**src/rtl/msdap_pkg.sv**
```systemverilog
// rtl/msdap_pkg.sv - shared types and defaults for the MSDAP serial word buffer
package msdap_pkg;

  typedef logic [15:0] word_t;

  typedef enum logic [1:0] {
    HS_IDLE     = 2'd0,
    HS_ACK      = 2'd1,
    HS_WAIT_LOW = 2'd2
  } hs_state_t;

  localparam int ZERO_THRESH_DEF = 800;
  localparam int DEPTH_DEF       = 8;

endpackage

```
**src/rtl/sync_fifo_fwft.sv**
```systemverilog
// rtl/sync_fifo_fwft.sv - first-word-fall-through synchronous FIFO with occupancy count
module sync_fifo_fwft
  import msdap_pkg::*;
#(
  parameter int DEPTH = DEPTH_DEF
) (
  input  logic                    i_clk,
  input  logic                    i_rst_n,
  input  logic                    i_clr,
  input  logic                    i_wr_en,
  input  word_t                   i_wr_data,
  input  logic                    i_rd_en,
  output word_t                   o_rd_data,
  output logic                    o_rd_valid,
  output logic                    o_full,
  output logic [$clog2(DEPTH):0]  o_fill_cnt
);

  localparam int AW = $clog2(DEPTH);

  word_t         r_mem [DEPTH];
  logic [AW-1:0] r_wr_ptr;
  logic [AW-1:0] r_rd_ptr;
  logic [AW:0]   r_cnt;
  logic          w_empty;
  logic          w_do_wr;
  logic          w_do_rd;

  assign w_empty = (r_cnt == '0);
  assign o_full  = (r_cnt == (AW+1)'(DEPTH));
  // A pop on an empty FIFO is ignored; a write into a full FIFO only goes in
  // when the head is leaving on the same edge.
  assign w_do_rd = i_rd_en && !w_empty;
  assign w_do_wr = i_wr_en && (!o_full || i_rd_en);

  assign o_rd_valid = !w_empty;
  assign o_rd_data  = w_empty ? '0 : r_mem[r_rd_ptr];
  assign o_fill_cnt = r_cnt;

  // Storage array: no reset needed, the head is masked while empty.
  always_ff @(posedge i_clk) begin
    if (i_rst_n && !i_clr && w_do_wr) begin
      r_mem[r_wr_ptr] <= i_wr_data;
    end
  end

  // Pointers wrap naturally since DEPTH is a power of two; count tracks occupancy.
  always_ff @(posedge i_clk or negedge i_rst_n) begin
    if (!i_rst_n) begin
      r_wr_ptr <= '0;
      r_rd_ptr <= '0;
      r_cnt    <= '0;
    end else if (i_clr) begin
      r_wr_ptr <= '0;
      r_rd_ptr <= '0;
      r_cnt    <= '0;
    end else begin
      if (w_do_wr) begin
        r_wr_ptr <= r_wr_ptr + 1'b1;
      end
      if (w_do_rd) begin
        r_rd_ptr <= r_rd_ptr + 1'b1;
      end
      case ({w_do_wr, w_do_rd})
        2'b10:   r_cnt <= r_cnt + 1'b1;
        2'b01:   r_cnt <= r_cnt - 1'b1;
        default: r_cnt <= r_cnt;
      endcase
    end
  end

endmodule

```
**src/rtl/serial_word_buffer.sv**
```systemverilog
// rtl/serial_word_buffer.sv - handshake capture of serial input words into a FIFO with zero-run sleep detect
module serial_word_buffer
  import msdap_pkg::*;
#(
  parameter int DEPTH       = DEPTH_DEF,
  parameter int ZERO_THRESH = ZERO_THRESH_DEF,
  parameter int CNT_W       = 10
) (
  input  logic                    dClk,
  input  logic                    reset,
  input  logic                    cntrl_rst,
  input  logic                    w_Ready,
  input  logic [15:0]             data_In,
  output logic                    ack,
  input  logic                    rd_En,
  output logic [15:0]             rd_Data,
  output logic                    rd_Valid,
  output logic [$clog2(DEPTH):0]  fill_Cnt,
  output logic                    overflow_Err,
  output logic                    sleep_Flag
);

  localparam logic [CNT_W-1:0] ZT = CNT_W'(ZERO_THRESH);

  hs_state_t        r_state;
  hs_state_t        w_next;
  logic             w_cap;
  logic             w_wr_en;
  logic             w_full;
  logic             r_ovf;
  logic [CNT_W-1:0] r_zero_cnt;
  logic [CNT_W-1:0] w_zero_nxt;
  logic             r_sleep;

  // Handshake state register; a controller clear behaves like reset at the edge.
  always_ff @(posedge dClk or negedge reset) begin
    if (!reset) begin
      r_state <= HS_IDLE;
    end else if (cntrl_rst) begin
      r_state <= HS_IDLE;
    end else begin
      r_state <= w_next;
    end
  end

  // Next state and decode: capture only from IDLE, ack is a pure state decode
  // so it falls the instant an asynchronous reset returns the FSM to IDLE.
  always_comb begin
    w_next = r_state;
    w_cap  = 1'b0;
    ack    = 1'b0;
    case (r_state)
      HS_IDLE: begin
        if (w_Ready) begin
          w_cap  = 1'b1;
          w_next = HS_ACK;
        end
      end
      HS_ACK: begin
        ack    = 1'b1;
        w_next = HS_WAIT_LOW;
      end
      HS_WAIT_LOW: begin
        if (!w_Ready) begin
          w_next = HS_IDLE;
        end
      end
      default: w_next = HS_IDLE;
    endcase
  end

  assign w_wr_en = w_cap && !cntrl_rst;

  sync_fifo_fwft #(
    .DEPTH(DEPTH)
  ) u_fifo (
    .i_clk      (dClk),
    .i_rst_n    (reset),
    .i_clr      (cntrl_rst),
    .i_wr_en    (w_wr_en),
    .i_wr_data  (data_In),
    .i_rd_en    (rd_En),
    .o_rd_data  (rd_Data),
    .o_rd_valid (rd_Valid),
    .o_full     (w_full),
    .o_fill_cnt (fill_Cnt)
  );

  // Sticky overflow: a capture found the FIFO full with no pop to make room.
  always_ff @(posedge dClk or negedge reset) begin
    if (!reset) begin
      r_ovf <= 1'b0;
    end else if (cntrl_rst) begin
      r_ovf <= 1'b0;
    end else if (w_cap && w_full && !rd_En) begin
      r_ovf <= 1'b1;
    end
  end

  // Zero-run count moves only on captures, dropped ones included.
  always_comb begin
    w_zero_nxt = r_zero_cnt;
    if (w_cap) begin
      if (data_In == 16'h0000) begin
        w_zero_nxt = (r_zero_cnt == ZT) ? ZT : r_zero_cnt + 1'b1;
      end else begin
        w_zero_nxt = '0;
      end
    end
  end

  // Counter and registered sleep flag update together so sleep tracks the capture edge.
  always_ff @(posedge dClk or negedge reset) begin
    if (!reset) begin
      r_zero_cnt <= '0;
      r_sleep    <= 1'b0;
    end else if (cntrl_rst) begin
      r_zero_cnt <= '0;
      r_sleep    <= 1'b0;
    end else begin
      r_zero_cnt <= w_zero_nxt;
      r_sleep    <= (w_zero_nxt == ZT);
    end
  end

  assign overflow_Err = r_ovf;
  assign sleep_Flag   = r_sleep;

endmodule

```
**config.mk**
```make
export PLATFORM = sky130hd
export DESIGN_NAME = serial_word_buffer
export DESIGN_NICKNAME = d
export VERILOG_FILES = /design/src/rtl/msdap_pkg.sv /design/src/rtl/sync_fifo_fwft.sv /design/src/rtl/serial_word_buffer.sv
export SDC_FILE = /design/constraint.sdc
export NUM_CORES = 1
export LEC_CHECK = 0
export BUFFER_PORTS_ARGS = -buffer_cell sky130_fd_sc_hd__buf_2
export CAP_MARGIN = 20
export CORE_ASPECT_RATIO = 0.7
export CORE_UTILIZATION = 40
export CTS_CLUSTER_DIAMETER = 30
export DETAILED_ROUTE_END_ITERATION = 16
export PLACE_DENSITY = 0.55
export SYNTH_ARGS = -nofsm -noshare
export SYNTH_HDL_FRONTEND = slang
export SYNTH_SLANG_ARGS = --single-unit
export TNS_END_PERCENT = 100
```
**constraint.sdc**
```tcl
create_clock -name dClk -period 7.6 [get_ports dClk]
set_clock_uncertainty 0.1 [all_clocks]
set_input_delay 1.14 -clock dClk [delete_from_list [all_inputs] [get_ports dClk]]
set_output_delay 1.14 -clock dClk [all_outputs]
set_load 0.02 [all_outputs]
```
==> results.md <==
- Status: complete, no violations
- Area share of the largest cell type after synthesis: 60.02%
- CTS buffer count: 17
- Fin crit share: 47.50%
- Fmax: 277.0 MHz
- Hold-fix buffers, CTS: 0
- Area grow syn2layout: 18.15%
- Met2 wire length: 5725 um
- Slew Viols, Final: 0
- Min-delay worst type: flip-flop to flip-flop
- Syn Inst Count: 380
- CP Capture Type: output port
- Clk pwr share: 39.1%
- Critical Path RT: 6.36 ns
- Max-slew headroom: 53.99%
- # Max-Cap Violations: 0
- Finished Layout Cells: 651
- Largest net degree at the start of global routing: 35
- Drt drc: 0
- Met3 WL: 589 um
- Final hold slack: 0.4219 ns
- Mapped cell area: 6404 sq um
- Post-route setup slack: 3.990 ns
- Crit path max-delay family: multiplexers
- IO Port Bufs: 44
- Syn_nets: 407
- Total global-route track usage: 17.43%
- Distinct cells, synth: 47
- Core ar.: 15,550 sq um
- Clock sinks: 152
- Final hold vios: 0
- Area leader, netlist: edfxtp_1
- Sequential area share after synthesis: 69.40%
- Number of vias per cell: 5.422
- IR Drop Worst-Case VDD: 0.1457 mV
- Synth top area cells: edfxtp_1 (60%), mux4_2 (11%), dfrtp_1 (9.4%)
- P_leak: 2.612 nW
- Final WL: 13,240 um
- Worst-Skew Late Latency: 0.41 ns
- Power Total: 2.300 mW
- N_diodes: 0
- PostCTS Resize Cnt: 0
- Tightest Pin Transition: 0.6902 ns
- # rows: 38
- Sw Share: 26.87%
- Overflow left after global routing: 0
- #FFs+latches synth: 152
- Sw power: 618.1 uW
- IO Count: 45
- Ys async rst share: 15.79%
- Place WS: 3.860 ns
- Number of enable flip-flop cells after synthesis: 128
- Top sig layer: met4
- P per Cell Area: 304.0 nW/um^2
- RSZ-0062 raised after global routing: false
- DRT Pass-1 Iters: 4
- Vias: 3,530
- DPL Wire Length: 8369 um
- Sequential share of power: 41.2%
- Bufs and invs on worst path: 2
- Initial antenna violation count: 0
- Width of the chip: 153.2 um
- Share of post-route cells with drive strength above 1: 28.82%
- CP max stage cell: mux4_2
- Crit path cell chain: buf_4 > mux4_2 > mux2i_1 > nor2_1 > buf_2
- CTS Buffer Depth: 2
- CP max stage delay: 0.63 ns
- DP Cell Count: 619
- Vias in the first global route: 3,537
- DIE AREA: 16,530 sq um
- Root Buffer: clkbuf_16
- Worst-path maximum fanout: 34
- Fin nets: 465
- Combinational power share: 19.7%
- Synth Area per Inst: 16.85 sq um
- Avg WL per Cell: 20.34 um
- CTS tree: done
- Number of DRC markers in iteration 0: 324
- CP Class: flip-flop to output port
- Syn. warnings: 0
- Postcts setup bufs: 0
- GPL Wtd Cong: 0.7675
- Initial Util: 41.19%
- Startpoint Class: flip-flop
- First-pass GRT wire length: 20,820 um
- M1 wire length: 6836 um
- Fin Setup TNS: 0 ns
- Synth Flop Type: edfxtp_1
- Critical Path AT: 2.37 ns
- Die height: 107.9 um
- CTS H-Tree Depth: 4
- Int Pwr: 1.682 mW
- Final setup viols: 0
- Antenna viol nets, final: 0
- Clock transition at path regs: 0.06 ns
- Fin crit period: 3.610 ns
worst register-to-register path: cells and delay by family, from the launching register on:
kind | cells | cell delay (ns)
buffers and inverters | 1 | 0.34
AOI/OAI and AO/OA | 1 | 0.22
and+or+nand+nor | 3 | 1.35
DFF | 1 | 0.41
cells by family after synthesis:
kind of cell	after synthesis	synth area share, %
muxes	54	14.79
DFF	152	69.40
AOI/OAI and AO/OA	31	3.322
adders and majority gates	6	1.172
and+or+nand+nor	101	8.089
xor gates and xnor gates	12	1.641
buffers and inverters	24	1.583
layout by cell type, fill, tap and decap left out, types with 6 or more instances in the layout:
cell       instances
edfxtp_1         128
nor2_1            46
buf_2             44
mux4_2            32
dfrtp_1           23
mux2i_1           20
clkbuf_16         17
buf_4             12
nand2_1            9
o21ai_0            8
xor2_1             7
a21oi_1            7
inv_1              6
ha_1               6
state kept, by name (all words and copies together), names as in the netlist:
signal / count
r_state: 2
u_fifo.r_wr_ptr: 3
sleep_Flag: 1
r_zero_cnt: 10
u_fifo.r_mem: 128
u_fifo.o_fill_cnt: 4
u_fifo.r_rd_ptr: 3
overflow_Err: 1
cell type report:
cell class,instances,area [sq um]
clock buffers,19,432.9
clock inverters,13,202.7
fillers,1310,7981
inverters,6,22.52
multi-input cells,204,1874
flip-flops and latches,152,4446
well taps,200,250.2
repair buffers,57,337.8
synthesized netlist by cell type, types with 2 or more instances:
| cell type | count |
|---|---|
| a21oi_1 | 7 |
| a21oi_2 | 2 |
| a31oi_1 | 5 |
| and3_1 | 2 |
| and3b_1 | 2 |
| and4_1 | 2 |
| buf_2 | 3 |
| clkbuf_1 | 14 |
| dfrtp_1 | 24 |
| edfxtp_1 | 128 |
| ha_1 | 6 |
| inv_1 | 6 |
| mux2i_1 | 20 |
| mux4_2 | 32 |
| nand2_1 | 9 |
| nand2b_1 | 4 |
| nand3_1 | 5 |
| nand4_1 | 4 |
| nor2_1 | 46 |
| nor2b_1 | 3 |
| nor3_1 | 5 |
| nor3b_1 | 2 |
| nor4_1 | 6 |
| o21a_1 | 2 |
| o21ai_0 | 8 |
| or3_1 | 2 |
| xnor2_1 | 5 |
| xor2_1 | 7 |
power by group through the flow:
stage               Clock, mW  Sequential (mW)  Combinational, mW
floorplan                   0            0.965              0.306
global placement            0            0.964              0.459
detailed placement          0            0.964              0.462
CTS                     0.918            0.947              0.463
global route            0.951            0.950              0.497
finish                  0.899            0.948              0.453
stage by stage:
stage          instance area [sq um]  util [%]
2_1_floorplan                   6404         -
6_report                        7566     48.66
4_1_cts                         7566     48.66
3_5_place_dp                    6930     44.58
3_3_place_gp                    6903     44.40
5_1_grt                         7566     48.66
metal layers:
layer | vias up | GRT usage [%]
li1 | 1608 | -
met1 | 1840 | 26.60
met4 | 0 | 5.267
met3 | 10 | 3.663
met2 | 72 | 24.85
met5 | - | 0
worst paths after layout:
| path | start | end | slack, ns | cells after the start |
|---|---|---|---|---|
| max | u_fifo.r_rd_ptr[0]$_DFFE_PN0P_ | rd_Data[13] | 3.99 | 5 |
| min | overflow_Err$_DFFE_PN0P_ | overflow_Err$_DFFE_PN0P_ | 0.42 | 2 |
| max reg2reg | r_state[1]$_DFFE_PN0P_ | u_fifo.r_mem[5][8]$_DFFE_PP_ | 4.86 | 5 |
| min reg2reg | overflow_Err$_DFFE_PN0P_ | overflow_Err$_DFFE_PN0P_ | 0.42 | 2 |
| max in group asynchronous | reset | u_fifo.r_rd_ptr[0]$_DFFE_PN0P_ | 6.37 | 1 |
| min in group asynchronous | reset | r_zero_cnt[1]$_DFF_PN0_ | 0.62 | 1 |
(Power assumes the default switching activity.)
